[config.mk]
export PLATFORM = sky130hd
export DESIGN_NAME = key_conditioner
export DESIGN_NICKNAME = d
export VERILOG_FILES = /design/src/rtl/key_conditioner.sv
export SDC_FILE = /design/constraint.sdc
export NUM_CORES = 1
export LEC_CHECK = 0
export ABC_AREA = 0
export CAP_MARGIN = 15
export CORE_MARGIN = 3
export CORE_UTILIZATION = 55
export CTS_BUF_LIST = sky130_fd_sc_hd__clkbuf_16
export DETAILED_ROUTE_END_ITERATION = 8
export HOLD_SLACK_MARGIN = 0.12
export PLACE_DENSITY = 0.75
export SLEW_MARGIN = 20
export SYNTH_ARGS = -nofsm -noshare
export SYNTH_HDL_FRONTEND = slang
export SYNTH_SLANG_ARGS = --single-unit
export TNS_END_PERCENT = 1
[constraint.sdc]
create_clock -name clk100_i -period 3.1 [get_ports clk100_i]
set_input_delay 0.62 -clock clk100_i [delete_from_list [all_inputs] [get_ports clk100_i]]
set_output_delay 0.62 -clock clk100_i [all_outputs]
set_load 0.05 [all_outputs]
[src/rtl/key_conditioner.sv]
// Key conditioner: synchronizes and debounces one active-low push-button and
// turns it into clean press/release pulses plus an optional hold-to-repeat train.
module key_conditioner #(
    parameter int unsigned DEBOUNCE_CYCLES = 2_000_000,
    parameter int unsigned HOLD_CYCLES     = 50_000_000,
    parameter int unsigned REPEAT_CYCLES   = 10_000_000,
    parameter int unsigned EN_REPEAT       = 1
) (
    input  logic clk100_i,
    input  logic rst_i,
    input  logic key_i,
    output logic pressed_o,
    output logic press_o,
    output logic release_o,
    output logic repeat_o,
    output logic long_o
);

    localparam int unsigned   DW      = $clog2(DEBOUNCE_CYCLES + 1);
    localparam logic [DW-1:0] DB_LAST = DW'(DEBOUNCE_CYCLES - 1);

    logic          s1_q, s2_q;
    logic [DW-1:0] db_cnt_q, db_cnt_d;
    logic          pressed_q, pressed_d;
    logic          press_q, press_d;
    logic          release_q, release_d;

    // The pad idles high, so the synchronizer resets to the released level.
    always_ff @(posedge clk100_i or posedge rst_i) begin
        if (rst_i) begin
            s1_q      <= 1'b1;
            s2_q      <= 1'b1;
            db_cnt_q  <= '0;
            pressed_q <= 1'b0;
            press_q   <= 1'b0;
            release_q <= 1'b0;
        end else begin
            s1_q      <= key_i;
            s2_q      <= s1_q;
            db_cnt_q  <= db_cnt_d;
            pressed_q <= pressed_d;
            press_q   <= press_d;
            release_q <= release_d;
        end
    end

    always_comb begin
        db_cnt_d  = db_cnt_q;
        pressed_d = pressed_q;
        press_d   = 1'b0;
        release_d = 1'b0;
        if (~s2_q == pressed_q) begin
            db_cnt_d = '0;
        end else if (db_cnt_q == DB_LAST) begin
            pressed_d = ~s2_q;
            db_cnt_d  = '0;
            press_d   = ~s2_q;
            release_d = s2_q;
        end else begin
            db_cnt_d = db_cnt_q + DW'(1);
        end
    end

    assign pressed_o = pressed_q;
    assign press_o   = press_q;
    assign release_o = release_q;

    generate
        if (EN_REPEAT != 0) begin : g_repeat
            localparam int unsigned TMAX = (HOLD_CYCLES > REPEAT_CYCLES) ? HOLD_CYCLES : REPEAT_CYCLES;
            localparam int unsigned TW   = $clog2(TMAX + 1);
            localparam logic [TW-1:0] HOLD_LAST = TW'(HOLD_CYCLES - 1);
            localparam logic [TW-1:0] REP_LAST  = TW'(REPEAT_CYCLES - 1);

            typedef enum logic [1:0] {ST_IDLE, ST_HOLD, ST_REPEAT} state_t;

            state_t        state_q;
            logic [TW-1:0] tm_q;
            logic          repeat_q, long_q;

            // Release is checked before timer expiry so it always wins a tie.
            always_ff @(posedge clk100_i or posedge rst_i) begin
                if (rst_i) begin
                    state_q  <= ST_IDLE;
                    tm_q     <= '0;
                    repeat_q <= 1'b0;
                    long_q   <= 1'b0;
                end else begin
                    repeat_q <= 1'b0;
                    case (state_q)
                        ST_IDLE: begin
                            if (press_d) begin
                                state_q <= ST_HOLD;
                                tm_q    <= '0;
                            end
                        end
                        ST_HOLD: begin
                            if (release_d) begin
                                state_q <= ST_IDLE;
                                long_q  <= 1'b0;
                                tm_q    <= '0;
                            end else if (tm_q == HOLD_LAST) begin
                                state_q  <= ST_REPEAT;
                                repeat_q <= 1'b1;
                                long_q   <= 1'b1;
                                tm_q     <= '0;
                            end else begin
                                tm_q <= tm_q + TW'(1);
                            end
                        end
                        ST_REPEAT: begin
                            if (release_d) begin
                                state_q <= ST_IDLE;
                                long_q  <= 1'b0;
                                tm_q    <= '0;
                            end else if (tm_q == REP_LAST) begin
                                repeat_q <= 1'b1;
                                tm_q     <= '0;
                            end else begin
                                tm_q <= tm_q + TW'(1);
                            end
                        end
                        default: begin
                            state_q <= ST_IDLE;
                            long_q  <= 1'b0;
                            tm_q    <= '0;
                        end
                    endcase
                end
            end

            assign repeat_o = repeat_q;
            assign long_o   = long_q;
        end else begin : g_no_repeat
            assign repeat_o = 1'b0;
            assign long_o   = 1'b0;
        end
    endgenerate

endmodule

; ---- After elaboration in Yosys (flattened, before gate mapping)
; Index checks and enable logic that the tools add are counted.
[totals]
out_inout_bits = 5
inputBits = 3
reg_bits = 56
wordCells = 54
[classes]
muxes = 26
n_addsub = 2
n_eq_ne = 9
reduce_logical = 4
n_bitwise = 3
[op_table]
columns = operator, n
row1 = $mux W26, 5
row2 = $pmux W26 S3, 1
row3 = $mux W21, 2
row4 = $add A26 B1 Y26 const B, 1
row5 = $eq A26 B24 Y1 const B, 1
row6 = $eq A26 B26 Y1 const B, 1
row7 = $add A21 B1 Y21 const B, 1
row8 = $eq A21 B21 Y1 const B, 1
row9 = $mux W1, 11
row10 = $mux W2, 4
row11 = $pmux W2 S3, 1
row12 = $reduce_and A3 Y1, 2
row13 = $ne A2 B2 Y1 const B, 2
row14 = $ne A3 B3 Y1 const B, 1
row15 = $not A1 Y1, 3
row16 = $pmux W1 S3, 1
row17 = $eq A2 B1 Y1 const B, 1
row18 = $eq A2 B2 Y1 const B, 1
row19 = $logic_not A2 Y1, 1
row20 = $pmux W1 S2, 1
row21 = $reduce_and A2 Y1, 1
row22 = $eq A1 B1 Y1, 1

; ---- Logic depth before layout (Yosys ltp)
[logic_depth]
word_depth = 5
ltp_mapped = 9
ltp_nobuf = 7

; ---- Worst setup path after synthesis
; No wires, ideal clock.
[synth_path]
path_kind = register -> register
startpoint = register db_cnt_q[8]
endpoint = register g_repeat.tm_q[9]
path_slack_ps = 561
setup_time_ps = 64
arrival_time_ps = 2475
path_stages_with_launch = 7
path_cell_list = dfrtp_1 -> or4_1 -> or4_4 -> o41a_1 -> or4_1 -> a21oi_1 -> a21o_1
[synth_between]
elab_chain_len = 5
[synth_rtl]
columns = element, line_no
row1 = "start, declared", 23  ; logic [DW-1:0] db_cnt_q, db_cnt_d;
row2 = "start signal, assigned", 40  ; db_cnt_q <= db_cnt_d;
row3 = $eq A21 B21 Y1 *, 54  ; end else if (db_cnt_q == DB_LAST) begin
row4 = $mux W1, 54
row5 = $mux W1, 52  ; if (~s2_q == pressed_q) begin
row6 = "$mux W26, on equally long branches", "112, 98"
row7 = $pmux W26 S3, 90  ; case (state_q)
row8 = "end signal, assigned", 108  ; tm_q <= tm_q + TW'(1);
row9 = "end signal, assigned", 120  ; tm_q <= tm_q + TW'(1);
row10 = "end, declared", 78  ; logic [TW-1:0] tm_q;
; Mark *: on every way between the ends. The rest lies on a longest branch, timed or not.
; A chain may end at the register's enable or synchronous reset.

; ---- Final worst setup path
[layout_path]
startpoint = register db_cnt_q[8]
endpoint = register g_repeat.tm_q[10]
[layout_lines]
columns = element, line_no
row1 = $eq A21 B21 Y1, 54
row2 = $mux W1, 54
row3 = $mux W1, 52
row4 = named net press_d, 25  ; logic press_q, press_d;
row5 = $ne A2 B2 Y1 (no source line), --
; The timed path passes the listed nets, and every way through them passes these cells.

==> results.toml <==
[layout]
final_cell_mix = "dfrtp_1 (54), nand2_1 (46), nor2_1 (35)"
fillers = 453
finalNonFillerCells = 404
antennaDiodeCount = 0
multi_input_area_um2 = 1463
area_growth_pct = 11.02
nNetsFinal = 341
seqCellArea_um2 = 1404
final_common_cell = "dfrtp_1"
drive_above_1_share_pct = 6.587

[critical_path]
reg2regPathDepth = 7
end_kind = "flip-flop"
worstSetupPathType = "flip-flop to flip-flop"
critPathMaxFanout = 13
worstPathRequired_ns = 3.28
crit_arrival_ns = 2.95
reg2reg_setup_slack_ns = 0.33
r2r_start = "db_cnt_q[8]"
startpoint_type = "flip-flop"
timing.rr.end = "g_repeat.tm_q[10]"

[synthesis]
synth_edf_count = 0
ys_seq_elements = 56
yosys.area_share.adder_pct = 2.120
syn_area_per_cell_um2 = 9.166
synth_simple_gate_area_share_pct = 28.61
synth_warnings = 0
synthArstFlopShare_pct = 100.0
synthMuxAreaShare_pct = 0.6783
synth_top_flop_cell = "dfrtp_1"
synth_fp_nets = 330
netlist_area_um2 = 2952
yosysSeqAreaShare_pct = 47.56
synthXorXnorAreaFrac_pct = 5.638
synth_top_family_by_area = "simple AND/OR/NAND/NOR gates"
yosysUniqueCellTypes = 47
synth_compound_area_share_pct = 12.51
synth_cells = 322

[floorplan]
ios = 8
fp.dieW_um = 79.26
coreArea_um2 = 5140
chipHeight_um = 79.26
die_area_um2 = 6281
row_count = 26
start_util_pct = 57.42

[route]
m1WireLength_um = 3039
wl_per_cell_um = 15.20
num_vias = 2419
postRouteAntennaNets = 0
wl_met2_um = 2787
post-route-drc-count = 0
routed_via_density = 5.988
dr.pass1.iters = 4
drt_wl_total_um = 6141
drt_iter0_drc = 164
wl_met3_um = 256
highest_layer = "met4"

[clock_network]
cts_root_buffer = "clkbuf_16"
cts_buffer_depth = 2
cts_tree = "built"
cts.sinks = 56
cts-resized-gates = 0
clk_pin_slew_ns = 0.07
holdBufCountCts = 0
insertion_delay_ns = 0.29
cts_buffers = 5
htreeDepth = 2
cts_setup_buffers = 0

[timing]
relSlewSlack_pct = 65.92
period_needed_ns = 2.768
setup_viol = 0
fin_crit_sh_pct = 89.30
maxSlewViolCount = 0
max_freq_mhz = 361.2
final.setup.tns_ns = 0
rsz0062_at_grt = "false"
finalHoldViolCount = 0
worst_pin_slew_ns = 0.5096
finClkSkew_ns = 0.008025

[worst_hold_path]
hold_class = "flip-flop to flip-flop"
worstHoldPathCells = 0
worstHoldStart = "s1_q"
whs_endpoint = "s2_q"

[grt]
grt_pass1_wl_um = 10660
track_usage_pct = 21.20
antenna_found_initial = 0
first_global_vias = 2248
grt_remaining_overflow = 0
grt_max_degree = 31

[job]
cap_violations = 0

[place]
gp_congestion = 0.8119
io_buffers = 7
placedCellCount = 396
hpwl_um = 4345

[pwr]
power.density_nw_per_um2 = 406.6
p_leak_nw = 1.296
ir_drop_v = 0.0003827

[outcome]
status = "finished, final reports clean"
-- power breakdown --
group          internal, mW  leakage (nW)  switching (mW)
combinational       0.00838         0.448          0.0217
clock                 0.303        0.0742           0.259
sequential            0.735         0.773         0.00474
-- sequential cells by signal, indices dropped and copies added (netlist names) --
name	count
g_repeat.state_q	2
s2_q	1
s1_q	1
pressed_o	1
release_o	1
long_o	1
g_repeat.tm_q	26
db_cnt_q	21
repeat_o	1
press_o	1
-- layer usage --
metal  vias to the layer above  track usage (%)
met2                        65            32.41
met5                         -                0
met3                         6            3.401
met4                         0            5.326
met1                      1161            31.51
li1                       1187                -
-- synthesized netlist by cell type (all sizes together), types with 4 or more instances --
cell type | count | area share [%]
dfrtp | 54 | 46
nand2 | 46 | 5.9
nor2 | 35 | 4.5
nand3 | 26 | 4.4
xnor2 | 14 | 4.2
o21ai | 13 | 2.2
nand4 | 12 | 2.5
o311ai | 11 | 3.3
inv | 10 | 1.3
clkbuf | 9 | 1.1
nor3 | 9 | 1.5
o31ai | 7 | 1.8
and3 | 6 | 1.3
nor4 | 6 | 1.3
ha | 5 | 2.1
xor2 | 5 | 1.5
a31oi | 4 | 0.85
and2 | 4 | 0.85
and4 | 4 | 1.2
or4 | 4 | 1.1
-- worst max path at each step --
stage                      startpoint                 to  slack (ns)  depth (start not counted)
final                     db_cnt_q[8]  g_repeat.tm_q[10]        0.33                          7
after global placement    db_cnt_q[8]  g_repeat.tm_q[10]        0.44                          7
after floorplan           db_cnt_q[8]   g_repeat.tm_q[9]        0.56                          6
after detailed placement  db_cnt_q[8]  g_repeat.tm_q[19]        0.36                          7
after global routing      db_cnt_q[0]  g_repeat.tm_q[10]        0.05                          8
after CTS                 db_cnt_q[8]  g_repeat.tm_q[10]        0.34                          7
-- cell families after synthesis --
group	after synthesis
AND/OR/NAND/NOR	167
flip-flops	56
AO/OA/AOI/OAI	51
buffers and inverters	22
XOR/XNOR	19
adder cells (fa/ha/maj)	5
multiplexers	2
-- critical path, stage by stage (launching register included) --
cell and delay [ns]:
dfrtp_1 0.43, or4_1 0.51, or4_4 0.46, nor4_1 0.31
nand2b_1 0.23, nand2_1 0.20, buf_4 0.25, o311ai_1 0.28
-- final cells by class --
class | instances | area share, %
Clock buffer | 5 | 3.818
Clock inverter | 3 | 0.6873
Multi-Input combinational cell | 244 | 44.64
Tap cell | 70 | 2.673
Timing Repair Buffer | 16 | 4.200
Sequential cell | 56 | 42.84
Inverter | 10 | 1.145
-- per-stage QoR --
stage	power [mW]	util (%)	hold WS, ns	area [um^2]	setup WS [ns]
4_1_cts	1.355	63.75	0.3582	3277	0.3423
5_1_grt	1.389	63.75	0.3659	3277	0.05233
2_1_floorplan	0.7733	-	0.3452	2952	0.5610
3_3_place_gp	0.7851	60.88	0.3470	3129	0.4374
6_report	1.332	63.75	0.3575	3277	0.3316
3_5_place_dp	0.7858	60.88	0.3510	3129	0.3551
Note: power is estimated with default switching activity, not from simulation.
